File: config.mk
export PLATFORM = sky130hd
export DESIGN_NAME = frq_meter_flat
export DESIGN_NICKNAME = d
export VERILOG_FILES = /design/src/rtl/frq_meter_pkg.sv /design/src/rtl/frq_meter_if.sv /design/src/rtl/frq_meter_bcd_cnt2.sv /design/src/rtl/frq_meter.sv /design/src/flat_wrapper.sv
export SDC_FILE = /design/constraint.sdc
export NUM_CORES = 1
export LEC_CHECK = 0
export ABC_AREA = 1
export CORE_AREA = 3 3 75 77
export CTS_BUF_LIST = sky130_fd_sc_hd__clkbuf_4
export CTS_CLUSTER_SIZE = 24
export DETAILED_ROUTE_END_ITERATION = 12
export DIE_AREA = 0 0 78 80
export GPL_TIMING_DRIVEN = 0
export PLACE_DENSITY = 0.46
export SLEW_MARGIN = 20
export SYNTH_ARGS = -nofsm -noshare
export SYNTH_HDL_FRONTEND = slang
export SYNTH_SLANG_ARGS = --single-unit
File: constraint.sdc
create_clock -name clk -period 1.7 [get_ports clk]
set_input_delay 0.34 -clock clk [delete_from_list [all_inputs] [get_ports clk]]
set_output_delay 0.34 -clock clk [all_outputs]
set_load 0.05 [all_outputs]
File: src/rtl/frq_meter_pkg.sv
// Shared constants and state encoding for the frequency meter.
package frq_meter_pkg;

    localparam logic [3:0] BCD_MAX_DIGIT = 4'd9;

    typedef enum logic {
        IDLE = 1'b0,
        GATE = 1'b1
    } state_t;

endpackage

File: src/rtl/frq_meter_if.sv
// Measurement control and result bundle between the meter and its user.
interface frq_meter_if;

    logic       en;
    logic       sig_in;
    logic [3:0] bcd_tens;
    logic [3:0] bcd_ones;
    logic       ovf;
    logic       valid;

    modport master (
        output en,
        output sig_in,
        input  bcd_tens,
        input  bcd_ones,
        input  ovf,
        input  valid
    );

    modport slave (
        input  en,
        input  sig_in,
        output bcd_tens,
        output bcd_ones,
        output ovf,
        output valid
    );

endinterface

File: src/rtl/frq_meter_bcd_cnt2.sv
// Two-digit BCD counter that saturates at 99 and flags the saturation.
// The next-value outputs let the owner capture the count including the
// increment of the cycle in which it clears the counter.
module bcd_cnt2
    import frq_meter_pkg::*;
(
    input  logic       clk,
    input  logic       rst,
    input  logic       clr,
    input  logic       inc,
    output logic [3:0] tens,
    output logic [3:0] ones,
    output logic       sat,
    output logic [3:0] nxt_tens,
    output logic [3:0] nxt_ones,
    output logic       nxt_sat
);

    // Increment with ones-to-tens carry; hold at 99 and flag sat beyond it.
    always_comb begin
        nxt_tens = tens;
        nxt_ones = ones;
        nxt_sat  = sat;
        if (inc) begin
            if (ones == BCD_MAX_DIGIT && tens == BCD_MAX_DIGIT) begin
                nxt_sat = 1'b1;
            end else if (ones == BCD_MAX_DIGIT) begin
                nxt_ones = 4'd0;
                nxt_tens = tens + 4'd1;
            end else begin
                nxt_ones = ones + 4'd1;
            end
        end
    end

    // Running count register; clear wins over increment.
    always_ff @(posedge clk or posedge rst) begin
        if (rst) begin
            tens <= 4'd0;
            ones <= 4'd0;
            sat  <= 1'b0;
        end else if (clr) begin
            tens <= 4'd0;
            ones <= 4'd0;
            sat  <= 1'b0;
        end else begin
            tens <= nxt_tens;
            ones <= nxt_ones;
            sat  <= nxt_sat;
        end
    end

endmodule

File: src/rtl/frq_meter.sv
// Counts rising edges of an asynchronous input over back-to-back gate
// windows and publishes each window's count as two BCD digits.
//
// state | meaning
// IDLE  | not measuring; running count held clear, outputs hold last result
// GATE  | counting edges inside a gate window
module frq_meter
    import frq_meter_pkg::*;
#(
    parameter int GATE_CYCLES = 1000,
    parameter int GATE_W      = 10
)
(
    input  logic        clk,
    input  logic        rst,
    frq_meter_if.slave  bus
);

    localparam logic [GATE_W-1:0] GATE_LAST = GATE_W'(GATE_CYCLES - 1);

    logic              s1, s2, prev;
    logic              sig_edge;
    state_t            state, state_nxt;
    logic [GATE_W-1:0] gate_cnt;
    logic              terminal;
    logic              clr;
    logic              inc;
    logic [3:0]        run_tens, run_ones;
    logic              run_sat;
    logic [3:0]        nxt_tens, nxt_ones;
    logic              nxt_sat;
    logic [3:0]        out_tens, out_ones;
    logic              out_ovf, out_valid;

    // Two-flop synchronizer plus history flop for rising-edge detection.
    always_ff @(posedge clk or posedge rst) begin
        if (rst) begin
            s1   <= 1'b0;
            s2   <= 1'b0;
            prev <= 1'b0;
        end else begin
            s1   <= bus.sig_in;
            s2   <= s1;
            prev <= s2;
        end
    end

    assign sig_edge = s2 & ~prev;

    // State register.
    always_ff @(posedge clk or posedge rst) begin
        if (rst) state <= IDLE;
        else     state <= state_nxt;
    end

    // Next state and counter control; the terminal cycle publishes even if en falls.
    always_comb begin
        state_nxt = state;
        terminal  = 1'b0;
        clr       = 1'b1;
        inc       = 1'b0;
        case (state)
            IDLE: begin
                if (bus.en) state_nxt = GATE;
            end
            GATE: begin
                terminal = (gate_cnt == GATE_LAST);
                inc      = sig_edge;
                clr      = terminal | ~bus.en;
                if (!bus.en) state_nxt = IDLE;
            end
            default: state_nxt = IDLE;
        endcase
    end

    // Gate counter wraps at the terminal cycle so windows run back to back.
    always_ff @(posedge clk or posedge rst) begin
        if (rst) begin
            gate_cnt <= '0;
        end else if (state == GATE && bus.en && !terminal) begin
            gate_cnt <= gate_cnt + 1'b1;
        end else begin
            gate_cnt <= '0;
        end
    end

    bcd_cnt2 u_bcd (
        .clk      (clk),
        .rst      (rst),
        .clr      (clr),
        .inc      (inc),
        .tens     (run_tens),
        .ones     (run_ones),
        .sat      (run_sat),
        .nxt_tens (nxt_tens),
        .nxt_ones (nxt_ones),
        .nxt_sat  (nxt_sat)
    );

    // Result capture at window close, using the count including this cycle's edge.
    always_ff @(posedge clk or posedge rst) begin
        if (rst) begin
            out_tens  <= 4'd0;
            out_ones  <= 4'd0;
            out_ovf   <= 1'b0;
            out_valid <= 1'b0;
        end else begin
            out_valid <= terminal;
            if (terminal) begin
                out_tens <= nxt_tens;
                out_ones <= nxt_ones;
                out_ovf  <= nxt_sat;
            end
        end
    end

    assign bus.bcd_tens = out_tens;
    assign bus.bcd_ones = out_ones;
    assign bus.ovf      = out_ovf;
    assign bus.valid    = out_valid;

endmodule

File: src/flat_wrapper.sv
// flat-port wrapper written by rule: the top's interface ports become plain ports
module frq_meter_flat import frq_meter_pkg::*;
#(
    parameter int GATE_CYCLES = 1000,
    parameter int GATE_W      = 10
)
  (clk, rst, bus_en, bus_sig_in, bus_bcd_tens, bus_bcd_ones, bus_ovf, bus_valid);
  frq_meter_if bus_i ();
  input  logic clk;
  input  logic rst;
  input wire logic [$bits(bus_i.en)-1:0] bus_en;
  input wire logic [$bits(bus_i.sig_in)-1:0] bus_sig_in;
  output wire logic [$bits(bus_i.bcd_tens)-1:0] bus_bcd_tens;
  output wire logic [$bits(bus_i.bcd_ones)-1:0] bus_bcd_ones;
  output wire logic [$bits(bus_i.ovf)-1:0] bus_ovf;
  output wire logic [$bits(bus_i.valid)-1:0] bus_valid;
  assign bus_i.en = bus_en;
  assign bus_i.sig_in = bus_sig_in;
  assign bus_bcd_tens = bus_i.bcd_tens;
  assign bus_bcd_ones = bus_i.bcd_ones;
  assign bus_ovf = bus_i.ovf;
  assign bus_valid = bus_i.valid;
  frq_meter #(.GATE_CYCLES(GATE_CYCLES), .GATE_W(GATE_W)) u_core (.clk(clk), .rst(rst), .bus(bus_i));
endmodule
* After elaboration in Yosys (flattened, before gate mapping)
Cells that the tools add are included.
Widths: inputs -> output; s select.
** Operators by class
- Reduce and logical (&&, ||, !) cells :: 4
- Mux-type cells :: 16
- Bitwise operators :: 4
- $add $sub $neg :: 3
- Equal/unequal tests :: 3
** Operators by type and width (number)
- $mux 4 :: 8
- $add 10x1->10 const B :: 1
- $eq 10x10->1 const B :: 1
- $mux 10 :: 1
- $add 4x1->4 const B :: 2
- $eq 4x4->1 const B :: 2
- $mux 1 :: 7
- $logic_and 1x1->1 :: 3
- $not 1->1 :: 2
- $and 1x1->1 :: 1
- $logic_not 1->1 :: 1
- $or 1x1->1 :: 1
** Storage, ports and cells
- Logic and storage cells :: 42
- Flip-flop bits (word level) :: 33

* Logic depth before layout (Yosys ltp)
Gate-level depths: netlist (run 1).
- Depth in word-level cells :: 5
- Gate-level depth with buffers :: 9

* Cells and area by module
A second synthesis (run 1) with hierarchy kept.
** Unflattened totals
- Cells, all modules :: 188
- Area, all modules :: 1617.8 µm²
** By module, submodules not included
- frq_meter :: area an instance 1059.8 µm², sequential area each 600.6 µm², cells each 114, times used 1
- bcd_cnt2 :: area an instance 558.0 µm², sequential area each 225.2 µm², cells each 74, times used 1

* Worst setup path after synthesis (run 1)
OpenSTA, ideal clock, no wires.
- Path kind :: register to register
- Start point :: register u_core.gate_cnt[0]
- End point :: register u_core.gate_cnt[7]
- Arrival time :: 1.298 ns
- Stages on the path, launching flop included :: 8
- Path slack :: 0.331 ns
- Data required time :: 1.629 ns
- Cells stage by stage :: dfrtp_1 ha_1 nand2_1 inv_1 nand4_4 nand3_2 buf_4 nor2_1
** On the way
- Word-level cells in the longest chain between the ends :: 5
** RTL lines
- from (decl) :: line frq_meter.sv:24 : logic [GATE_W-1:0] gate_cnt;
- from (signal assigned) :: line frq_meter.sv:81 : gate_cnt <= gate_cnt + 1'b1;
- branches (longest 4 deep; another with $add 10x1->10)
- $mux 10 (*) :: line frq_meter.sv:80 : end else if (state == GATE && bus.en && !terminal) begin
Mark *: on every way between the ends.
A chain may end at the register's enable or synchronous reset.

* Final worst setup path (run 1)
- Start point :: register u_core.out_ovf (netlist: u_core.bus.ovf)
- End point :: output port bus_ovf
** RTL lines
- from (decl) :: line frq_meter.sv:33 : logic out_ovf, out_valid;
- from (signal assigned) :: line frq_meter.sv:112 : out_ovf <= nxt_sat;
- to (decl) :: line flat_wrapper.sv:15 : output wire logic [$bits(bus_i.ovf)-1:0] bus_ovf;
No word-level cell between the ends.

==> metrics.txt, run 1 <==
# TYPE chip_impl_metric gauge
chip_impl_metric{name="power_switching",unit="uW"} 307
chip_impl_info{name="path_delay_family",value="buffers and inverters"} 1
chip_impl_metric{name="achievable-frequency",unit="MHz"} 631
chip_impl_info{name="setup.worst_path.start_class",value="flip-flop"} 1
chip_impl_metric{name="vdd_ir_drop_max",unit="mV"} 0.253
chip_impl_metric{name="design.core.area",unit="um^2"} 5070
chip_impl_metric{name="timing.max_cap.violations",unit=""} 0
chip_impl_metric{name="layout-drive-gt1-share",unit="%"} 14.1
chip_impl_metric{name="drcViolationCount",unit=""} 0
chip_impl_info{name="yosys.area.top_type",value="sky130_fd_sc_hd__dfrtp_1"} 1
chip_impl_metric{name="groute.usage.overall",unit="%"} 10.7
chip_impl_metric{name="detail_route_antenna_nets",unit=""} 0
chip_impl_metric{name="yosys.area_share.simple",unit="%"} 28.5
chip_impl_info{name="yosys-top-cells-count",value="43 x sky130_fd_sc_hd__nand2_1, 33 x sky130_fd_sc_hd__dfrtp_1, 24 x sky130_fd_sc_hd__inv_1"} 1
chip_impl_metric{name="drt_first_iter_violations",unit=""} 96
chip_impl_metric{name="max_slew.worst_pin.slew",unit="ns"} 0.705
chip_impl_metric{name="antenna-diode-count",unit=""} 0
chip_impl_metric{name="slew_violations",unit=""} 0
chip_impl_metric{name="routed_wire_length_per_instance",unit="um"} 10.6
chip_impl_metric{name="syn-num-nets",unit=""} 184
chip_impl_metric{name="critical_path_buf_inv_count",unit=""} 1
chip_impl_metric{name="timing.critical_path.fanout_max",unit=""} 2
chip_impl_metric{name="postSynthRegisterBits",unit=""} 33
chip_impl_metric{name="cts-htree-levels",unit=""} 2
chip_impl_metric{name="hpwlAfterDp",unit="mm"} 1.99
chip_impl_metric{name="clock_sink_count",unit=""} 33
chip_impl_metric{name="grtUsageMet1",unit="%"} 10.9
chip_impl_metric{name="hold-worst-slack",unit="ns"} 0.361
chip_impl_metric{name="grt_max_degree",unit=""} 34
chip_impl_metric{name="worst-endpoint-required",unit="ns"} 1.36
chip_impl_metric{name="gr-usage-met3",unit="%"} 3.72
chip_impl_metric{name="design_power_total",unit="mW"} 1.29
chip_impl_metric{name="clkTransAtPathRegs",unit="ns"} 0.11
chip_impl_info{name="crit_path_cell_trace",value="dlygate4sd2_1"} 1
chip_impl_metric{name="power.clock.fraction",unit="%"} 34.2
chip_impl_metric{name="setup_tns",unit="ns"} 0
chip_impl_info{name="grt_setup_unrepaired",value="no"} 1
chip_impl_metric{name="grt_pass1_wl",unit="mm"} 5.09
chip_impl_metric{name="die_area",unit="um^2"} 6240
chip_impl_metric{name="place_congestion",unit=""} 0.827
chip_impl_metric{name="p_comb_share",unit="%"} 3.8
chip_impl_metric{name="netSwitchingFraction",unit="%"} 23.9
chip_impl_metric{name="port_buffers",unit=""} 13
chip_impl_metric{name="yosys.area_share.xor_xnor",unit="%"} 0.561
chip_impl_metric{name="floorplan.die.height",unit="um"} 80
chip_impl_metric{name="clkLatencyLatePin",unit="ns"} 0.34
chip_impl_metric{name="firstDrtPassIters",unit=""} 4
chip_impl_metric{name="nets",unit=""} 204
chip_impl_metric{name="setup_viol",unit=""} 0
chip_impl_metric{name="syn_avg_cell_area",unit="um^2"} 8.81
chip_impl_metric{name="cts_inserted_buffers",unit=""} 5
chip_impl_info{name="synth-main-ff-cell",value="sky130_fd_sc_hd__dfrtp_1"} 1
chip_impl_metric{name="hold-path-cell-count",unit=""} 0
chip_impl_metric{name="cell_internal_pwr",unit="uW"} 980
chip_impl_info{name="holdCritPathClass",value="reg2reg"} 1
chip_impl_metric{name="skew_final",unit="ns"} 0.0137
chip_impl_info{name="synth.area.top_cells",value="sky130_fd_sc_hd__dfrtp_1 53%, sky130_fd_sc_hd__nand2_1 10%, sky130_fd_sc_hd__inv_1 5.8%"} 1
chip_impl_info{name="timing_worst_setup_path_type",value="reg2out"} 1
chip_impl_metric{name="seq_area_frac_synth",unit="%"} 52.9
chip_impl_metric{name="post_cts.repair.setup_buffers",unit=""} 0
chip_impl_info{name="synthMostInstantiatedCell",value="sky130_fd_sc_hd__nand2_1"} 1
chip_impl_info{name="min_delay_worst_endpoint",value="u_core.s2"} 1
chip_impl_metric{name="final_hold_viol_count",unit=""} 0
chip_impl_info{name="timing.critical_path.to_type",value="output port"} 1
chip_impl_info{name="worstReg2RegEnd",value="u_core.bus.bcd_ones[3]"} 1
chip_impl_metric{name="rows",unit=""} 26
chip_impl_metric{name="antenna_found_initial",unit=""} 0
chip_impl_info{name="critPathSlowestCell",value="sky130_fd_sc_hd__dlygate4sd2_1"} 1
chip_impl_metric{name="seqPwrFrac",unit="%"} 61.9
chip_impl_metric{name="finalCriticalPeriod",unit="ns"} 1.59
chip_impl_metric{name="count_of_boundary_i_o_pins",unit=""} 14
chip_impl_metric{name="async_flop_share",unit="%"} 100
chip_impl_metric{name="synthesis.yosys.warnings",unit=""} 0
chip_impl_metric{name="gr-usage-met2",unit="%"} 18.6
chip_impl_metric{name="vias_per_cell",unit=""} 4.30
chip_impl_metric{name="netlist_instances",unit=""} 177
chip_impl_info{name="tritoncts",value="built"} 1
chip_impl_metric{name="worst_slew_margin_rel",unit="%"} 52.9
chip_impl_metric{name="max-clock-path-buffers",unit=""} 2
chip_impl_metric{name="post_route_wl",unit="mm"} 2.85
chip_impl_metric{name="power.density_cell_area",unit="nW/um^2"} 704
chip_impl_info{name="root_driver",value="sky130_fd_sc_hd__clkbuf_4"} 1
chip_impl_info{name="hold_path_startpoint",value="u_core.s1"} 1
chip_impl_metric{name="synth.mux.area_fraction",unit="%"} 0
chip_impl_metric{name="synth_compound_gate_area_share",unit="%"} 7.22
chip_impl_metric{name="final_min_period_over_clock_period",unit="%"} 93.3
chip_impl_metric{name="detailroute.via_count",unit=""} 1153
chip_impl_metric{name="initial_core_util",unit="%"} 30.7
chip_impl_metric{name="synth_top_area_share",unit="%"} 52.9
chip_impl_metric{name="syn-cell-area",unit="um^2"} 1560
chip_impl_metric{name="post_synth_fa_ha_maj_area_fraction",unit="%"} 2.41
chip_impl_metric{name="syn2layout_area_growth",unit="%"} 17.2
chip_impl_metric{name="cell_count_after_placement",unit=""} 260
chip_impl_info{name="global_route.peak_usage_layer",value="met2"} 1
chip_impl_metric{name="dp_slack",unit="ns"} 0.0987
chip_impl_metric{name="number_of_global_route_vias_before_repair",unit=""} 1210
chip_impl_metric{name="die-width",unit="um"} 78
chip_impl_info{name="synth_top_family_by_area",value="simple AND/OR/NAND/NOR gates"} 1
chip_impl_metric{name="synth-edff-count",unit=""} 0
chip_impl_metric{name="cp_peak_stage_delay",unit="ns"} 0.53
chip_impl_metric{name="global_route.overflow_total",unit=""} 0
chip_impl_metric{name="setup_ws",unit="ns"} 0.114
chip_impl_metric{name="holdBufCountCts",unit=""} 0
chip_impl_metric{name="r2r.worst_path.cells",unit=""} 9
chip_impl_metric{name="ff2ff_setup_slack",unit="ns"} 0.18
chip_impl_info{name="r2r_start",value="u_core.gate_cnt[0]"} 1
chip_impl_metric{name="critPathArrivalTime",unit="ns"} 1.25
chip_impl_metric{name="post_synth_num_cell_types",unit=""} 26
chip_impl_info{name="run_status",value="completed"} 1
chip_impl_metric{name="post_layout_nonfiller_instances",unit=""} 268
chip_impl_metric{name="leakagePower",unit="nW"} 0.945
[registers in the layout (all words and copies together), names as in the netlist]
register,cells
u_core.bus.bcd_ones,4
u_core.bus.bcd_tens,4
u_core.bus.ovf,1
u_core.bus.valid,1
u_core.gate_cnt,10
u_core.prev,1
u_core.s1,1
u_core.s2,1
u_core.state,1
u_core.u_bcd.ones,4
u_core.u_bcd.sat,1
u_core.u_bcd.tens,4
[power by group through the flow]
stage / Sequential, mW / Combinational [mW] / Clock, mW
after floorplan: 0.811 / 0.0317 / 0
after global placement: 0.812 / 0.0498 / 0
after detailed placement: 0.812 / 0.0502 / 0
after CTS: 0.797 / 0.0504 / 0.480
after global routing: 0.798 / 0.0575 / 0.504
final: 0.797 / 0.0493 / 0.441
[per-layer routing]
metal | vias up | share of wire (%)
li1 | 597 | -
met1 | 534 | 45
met2 | 18 | 50
met3 | 4 | 3.6
met4 | 0 | 1.3
met5 | - | 0
[how the worst max path moves through the flow]
stage                       start                     end  slack, ns  depth (start not counted)
2_1_floorplan  u_core.gate_cnt[0]      u_core.gate_cnt[7]       0.33                          7
3_3_place_gp                  rst  u_core.bus.bcd_tens[1]      -0.18                          2
3_5_place_dp   u_core.gate_cnt[0]    u_core.u_bcd.tens[0]        0.1                          7
4_1_cts        u_core.gate_cnt[0]      u_core.gate_cnt[7]       0.08                          7
5_1_grt        u_core.gate_cnt[0]  u_core.bus.bcd_ones[3]       0.02                          9
6_report           u_core.bus.ovf                 bus_ovf       0.11                          1
[cell families (layout without fill, tap and decap cells)]
logic type	after synthesis	in the layout
flip-flops	33	33
adder cells (fa/ha/maj)	3	3
AND/OR/NAND/NOR	93	93
AO/OA/AOI/OAI	17	17
buffers and inverters	30	51
XOR/XNOR	1	1
[stage by stage]
stage	area (um^2)	util [%]
finish	1830	36.0
global route	1830	36.0
CTS	1820	35.9
detailed placement	1780	35.0
global placement	1780	35.0
floorplan	1560	-
[layout make-up]
cell class / instances / area (um^2)
fillers: 541 / 3250
plain buffers: 3 / 26.3
well taps: 70 / 87.6
clock inverters: 2 / 10.0
inverters: 27 / 104
flip-flops and latches: 33 / 826
clock buffers: 6 / 45.0
multi-input cells: 114 / 612
repair buffers: 13 / 118
[placed cells by master (no fill, tap or decap), types with 3 or more instances in the layout]
cell type                         netlist  routed
sky130_fd_sc_hd__clkbuf_4               0       6
sky130_fd_sc_hd__dlygate4sd2_1          0      10
sky130_fd_sc_hd__nor3_1                 4       4
sky130_fd_sc_hd__o21bai_1               4       4
sky130_fd_sc_hd__inv_2                  2       3
sky130_fd_sc_hd__nor2_1                22      22
sky130_fd_sc_hd__a21oi_1                3       3
sky130_fd_sc_hd__o21ai_2                4       4
sky130_fd_sc_hd__nand2_1               43      43
sky130_fd_sc_hd__ha_1                   3       3
sky130_fd_sc_hd__nand4_1                3       3
sky130_fd_sc_hd__clkdlybuf4s50_1        0       3
sky130_fd_sc_hd__inv_1                 24      23
sky130_fd_sc_hd__nand3_1               10      10
sky130_fd_sc_hd__dfrtp_1               33      33
sky130_fd_sc_hd__o21ai_0                3       3
[what timing repair did]
item / CTS / global route
endpoints found under the setup margin: 10 / 9
resized for setup: 10 / 1
cloned: 0 / 0
Power figures use the tool's default switching activity.
==> run 2: changes to the inputs <==
--- a/config.mk
+++ b/config.mk
@@ -5,12 +5,11 @@
 export SDC_FILE = /design/constraint.sdc
 export NUM_CORES = 1
 export LEC_CHECK = 0
-export ABC_AREA = 1
-export CORE_AREA = 3 3 75 77
+export CORE_AREA = 3 3 73 75
 export CTS_BUF_LIST = sky130_fd_sc_hd__clkbuf_4
 export CTS_CLUSTER_SIZE = 24
 export DETAILED_ROUTE_END_ITERATION = 12
-export DIE_AREA = 0 0 78 80
+export DIE_AREA = 0 0 76 78
 export GPL_TIMING_DRIVEN = 0
 export PLACE_DENSITY = 0.46
 export SLEW_MARGIN = 20
==> run 2 against run 1 <==
Die area down 5.0%. Area after synthesis is 5.7% lower. Wire length shrank 3.3%. Register-to-register slack got worse by 0.05 ns. Largest cell class unchanged. Critical endpoint is now u_core.gate_cnt[6]. Core utilization rose by 0.83 points.
==> metrics.txt, run 2 <==
# TYPE chip_impl_metric gauge
chip_impl_metric{name="timing.critical_path.fanout_max",unit=""} 10
chip_impl_metric{name="layout-drive-gt1-share",unit="%"} 14.1
chip_impl_metric{name="seq_area_frac_synth",unit="%"} 56.1
chip_impl_metric{name="final_core_util",unit="%"} 36.8
chip_impl_info{name="yosys.area.top_type",value="sky130_fd_sc_hd__dfrtp_1"} 1
chip_impl_metric{name="r2r.worst_path.cells",unit=""} 6
chip_impl_metric{name="floorplan.die.height",unit="um"} 78
chip_impl_info{name="tritoncts",value="built"} 1
chip_impl_metric{name="hpwlAfterDp",unit="mm"} 1.91
chip_impl_metric{name="worst-endpoint-required",unit="ns"} 1.93
chip_impl_metric{name="netlist_instances",unit=""} 136
chip_impl_metric{name="critical_path_buf_inv_count",unit=""} 1
chip_impl_metric{name="port_buffers",unit=""} 13
chip_impl_metric{name="largest_reg_flops",unit=""} 10
chip_impl_metric{name="seqPwrFrac",unit="%"} 64.6
chip_impl_metric{name="die-width",unit="um"} 76
chip_impl_info{name="yosys-top-cells-count",value="33 x sky130_fd_sc_hd__dfrtp_1, 22 x sky130_fd_sc_hd__nor2_1, 13 x sky130_fd_sc_hd__nand2_1"} 1
chip_impl_metric{name="setup_viol",unit=""} 0
chip_impl_metric{name="async_flop_share",unit="%"} 100
chip_impl_metric{name="hold-path-cell-count",unit=""} 0
chip_impl_metric{name="clkTransAtPathRegs",unit="ns"} 0.10
chip_impl_metric{name="cp_peak_stage_delay",unit="ns"} 0.40
chip_impl_metric{name="dp_slack",unit="ns"} -0.0679
chip_impl_metric{name="detail_route_antenna_nets",unit=""} 0
chip_impl_metric{name="grt_max_degree",unit=""} 34
chip_impl_metric{name="rows",unit=""} 25
chip_impl_metric{name="drt_first_iter_violations",unit=""} 38
chip_impl_metric{name="synth.mux.area_fraction",unit="%"} 3.74
chip_impl_info{name="timing_worst_setup_path_type",value="reg2reg"} 1
chip_impl_info{name="crit_path_cell_trace",value="ha_2 > and4_2 > nand3_1 > nand3_4 > buf_4 > nor2_1"} 1
chip_impl_info{name="synth-main-ff-cell",value="sky130_fd_sc_hd__dfrtp_1"} 1
chip_impl_metric{name="power.clock.fraction",unit="%"} 32.0
chip_impl_metric{name="max-clock-path-buffers",unit=""} 2
chip_impl_metric{name="firstDrtPassIters",unit=""} 4
chip_impl_metric{name="synth_top_area_share",unit="%"} 56.1
chip_impl_info{name="root_driver",value="sky130_fd_sc_hd__clkbuf_4"} 1
chip_impl_metric{name="setup_ws",unit="ns"} 0.129
chip_impl_info{name="r2r_start",value="u_core.gate_cnt[0]"} 1
chip_impl_metric{name="critPathArrivalTime",unit="ns"} 1.80
chip_impl_metric{name="vdd_ir_drop_max",unit="mV"} 0.247
chip_impl_metric{name="finalCriticalPeriod",unit="ns"} 1.57
chip_impl_info{name="run_status",value="completed"} 1
chip_impl_metric{name="synthesis.yosys.warnings",unit=""} 0
chip_impl_metric{name="design.core.area",unit="um^2"} 4720
chip_impl_metric{name="initial_core_util",unit="%"} 31.2
chip_impl_metric{name="count_of_boundary_i_o_pins",unit=""} 14
chip_impl_metric{name="detailroute.via_count",unit=""} 1002
chip_impl_metric{name="netSwitchingFraction",unit="%"} 23.3
chip_impl_info{name="layout_common_cells",value="33 x sky130_fd_sc_hd__dfrtp_1, 22 x sky130_fd_sc_hd__nor2_1, 13 x sky130_fd_sc_hd__nand2_1, 10 x sky130_fd_sc_hd__dlygate4sd2_1, 8 x sky130_fd_sc_hd__inv_1"} 1
chip_impl_metric{name="global_route.overflow_total",unit=""} 0
chip_impl_metric{name="yosys.area_share.xor_xnor",unit="%"} 6.55
chip_impl_metric{name="achievable-frequency",unit="MHz"} 637
chip_impl_metric{name="routed_wire_length_per_instance",unit="um"} 12.4
chip_impl_metric{name="antenna_found_initial",unit=""} 0
chip_impl_metric{name="post_route_wl",unit="mm"} 2.76
chip_impl_metric{name="post_synth_fa_ha_maj_area_fraction",unit="%"} 2.55
chip_impl_metric{name="groute.usage.overall",unit="%"} 11.2
chip_impl_metric{name="max_slew.worst_pin.slew",unit="ns"} 0.691
chip_impl_info{name="most_common_cell_after_layout_fill_and_taps_aside",value="sky130_fd_sc_hd__dfrtp_1"} 1
chip_impl_info{name="timing.critical_path.to_type",value="flip-flop"} 1
chip_impl_info{name="critical_path_origin",value="u_core.gate_cnt[0]"} 1
chip_impl_info{name="synth_top_family_by_area",value="simple AND/OR/NAND/NOR gates"} 1
chip_impl_metric{name="postSynthRegisterBits",unit=""} 33
chip_impl_metric{name="skew_final",unit="ns"} 0.0119
chip_impl_metric{name="syn_avg_cell_area",unit="um^2"} 10.8
chip_impl_metric{name="power_switching",unit="uW"} 288
chip_impl_metric{name="cts-htree-levels",unit=""} 2
chip_impl_info{name="synthMostInstantiatedCell",value="sky130_fd_sc_hd__dfrtp_1"} 1
chip_impl_info{name="hold_path_startpoint",value="u_core.s1"} 1
chip_impl_metric{name="cts_inserted_buffers",unit=""} 5
chip_impl_metric{name="syn-cell-area",unit="um^2"} 1470
chip_impl_metric{name="cell_count_after_placement",unit=""} 216
chip_impl_metric{name="synth_compound_gate_area_share",unit="%"} 5.95
chip_impl_metric{name="leakagePower",unit="nW"} 0.808
chip_impl_metric{name="clkLatencyLatePin",unit="ns"} 0.33
chip_impl_metric{name="syn-num-nets",unit=""} 143
chip_impl_metric{name="post_synth_num_cell_types",unit=""} 33
chip_impl_metric{name="number_of_global_route_vias_before_repair",unit=""} 1051
chip_impl_info{name="setup.worst_path.start_class",value="flip-flop"} 1
chip_impl_metric{name="die_area",unit="um^2"} 5930
chip_impl_metric{name="final_hold_viol_count",unit=""} 0
chip_impl_metric{name="holdBufCountCts",unit=""} 0
chip_impl_metric{name="p_comb_share",unit="%"} 3.4
chip_impl_metric{name="drcViolationCount",unit=""} 0
chip_impl_metric{name="power.density_cell_area",unit="nW/um^2"} 710
chip_impl_metric{name="synth-edff-count",unit=""} 0
chip_impl_metric{name="cell_internal_pwr",unit="uW"} 949
chip_impl_metric{name="n_fill_cell",unit=""} 498
chip_impl_metric{name="grt_pass1_wl",unit="mm"} 5.22
chip_impl_metric{name="yosys.area_share.simple",unit="%"} 21.4
chip_impl_metric{name="place_congestion",unit=""} 0.734
chip_impl_metric{name="vias_per_cell",unit=""} 4.49
chip_impl_metric{name="slew_violations",unit=""} 0
chip_impl_info{name="synth.area.top_cells",value="sky130_fd_sc_hd__dfrtp_1 56%, sky130_fd_sc_hd__nor2_1 5.6%, sky130_fd_sc_hd__xor2_1 3.6%"} 1
chip_impl_metric{name="syn2layout_area_growth",unit="%"} 18.3
chip_impl_info{name="register_name_with_the_most_flops",value="u_core.gate_cnt"} 1
chip_impl_metric{name="clock_sink_count",unit=""} 33
chip_impl_metric{name="antenna-diode-count",unit=""} 0
chip_impl_info{name="path_delay_family",value="simple AND/OR/NAND/NOR gates"} 1
chip_impl_info{name="critPathSlowestCell",value="sky130_fd_sc_hd__dfrtp_1"} 1
chip_impl_info{name="holdCritPathClass",value="reg2reg"} 1
chip_impl_metric{name="timing.max_cap.violations",unit=""} 0
chip_impl_metric{name="nets",unit=""} 164
chip_impl_metric{name="worst_slew_margin_rel",unit="%"} 53.9
chip_impl_metric{name="critical_path_cell_count",unit=""} 6
chip_impl_metric{name="post_layout_nonfiller_instances",unit=""} 223
chip_impl_metric{name="final_min_period_over_clock_period",unit="%"} 92.4
## run 2: cells by family after synthesis
family / count (synthesis)
simple gates: 58
mux: 5
xor+xnor: 11
flops: 33
fa+ha+maj: 3
buf+inv: 12
compound gates: 14
## run 2: power by group through the flow
stage                     sequential, mW  combinational [mW]  clock (mW)
after floorplan                    0.812              0.0249           0
after global placement             0.814              0.0416           0
after detailed placement           0.814              0.0425           0
final                              0.799              0.0420       0.395
after CTS                          0.799              0.0444       0.423
after global routing               0.801              0.0501       0.468
## run 2: routing by layer
metal	global-route usage [%]	wire, um
met4	4.89	58
met3	3.94	119
met5	0	0
met1	14.3	1320
met2	17.0	1260
## run 2: worst reg2reg max path: stages, from the launching register on
cell and delay [ns]:
sky130_fd_sc_hd__dfrtp_1 0.40, sky130_fd_sc_hd__ha_2 0.23, sky130_fd_sc_hd__and4_2 0.27, sky130_fd_sc_hd__nand3_1 0.15, sky130_fd_sc_hd__nand3_4 0.16, sky130_fd_sc_hd__buf_4 0.20, sky130_fd_sc_hd__nor2_1 0.06
## run 2: path summary, 6_finish.rpt
check,to,slack [ns]
worst max-delay path,u_core.gate_cnt[6],0.13
worst min register to register,u_core.s2,0.36
min in group asynchronous,u_core.gate_cnt[4],0.42
max in group asynchronous,u_core.u_bcd.ones[3],0.82
worst min-delay path,u_core.s2,0.36
worst max register to register,u_core.gate_cnt[6],0.13
## run 2: area by class of cell
cell class	count	area (um^2)	share of cell area (%)
Clock inverter	1	5.00	0.288
Multi-Input combinational cell	91	603	34.7
Sequential cell	33	826	47.4
Timing Repair Buffer	14	125	7.19
Clock buffer	5	37.5	2.16
Tap cell	67	83.8	4.82
Buffer	3	26.3	1.51
Inverter	9	33.8	1.94
## run 2: through the flow
stage | instance area (um^2) | hold slack (ns) | power (mW) | TNS (ns)
floorplan | 1470 | 0.331 | 0.837 | 0
global placement | 1690 | 0.336 | 0.856 | -6.31
detailed placement | 1690 | 0.337 | 0.857 | -0.797
CTS | 1730 | 0.360 | 1.27 | 0
global route | 1740 | 0.377 | 1.32 | -0.000634
finish | 1740 | 0.358 | 1.24 | 0
## run 2: what timing repair did
action / 4_1_cts / 5_1_grt
setup endpoints to repair: 27 / 17
resized for setup: 15 / 3
setup buffers: 0 / 1
pin swaps: 0 / 2
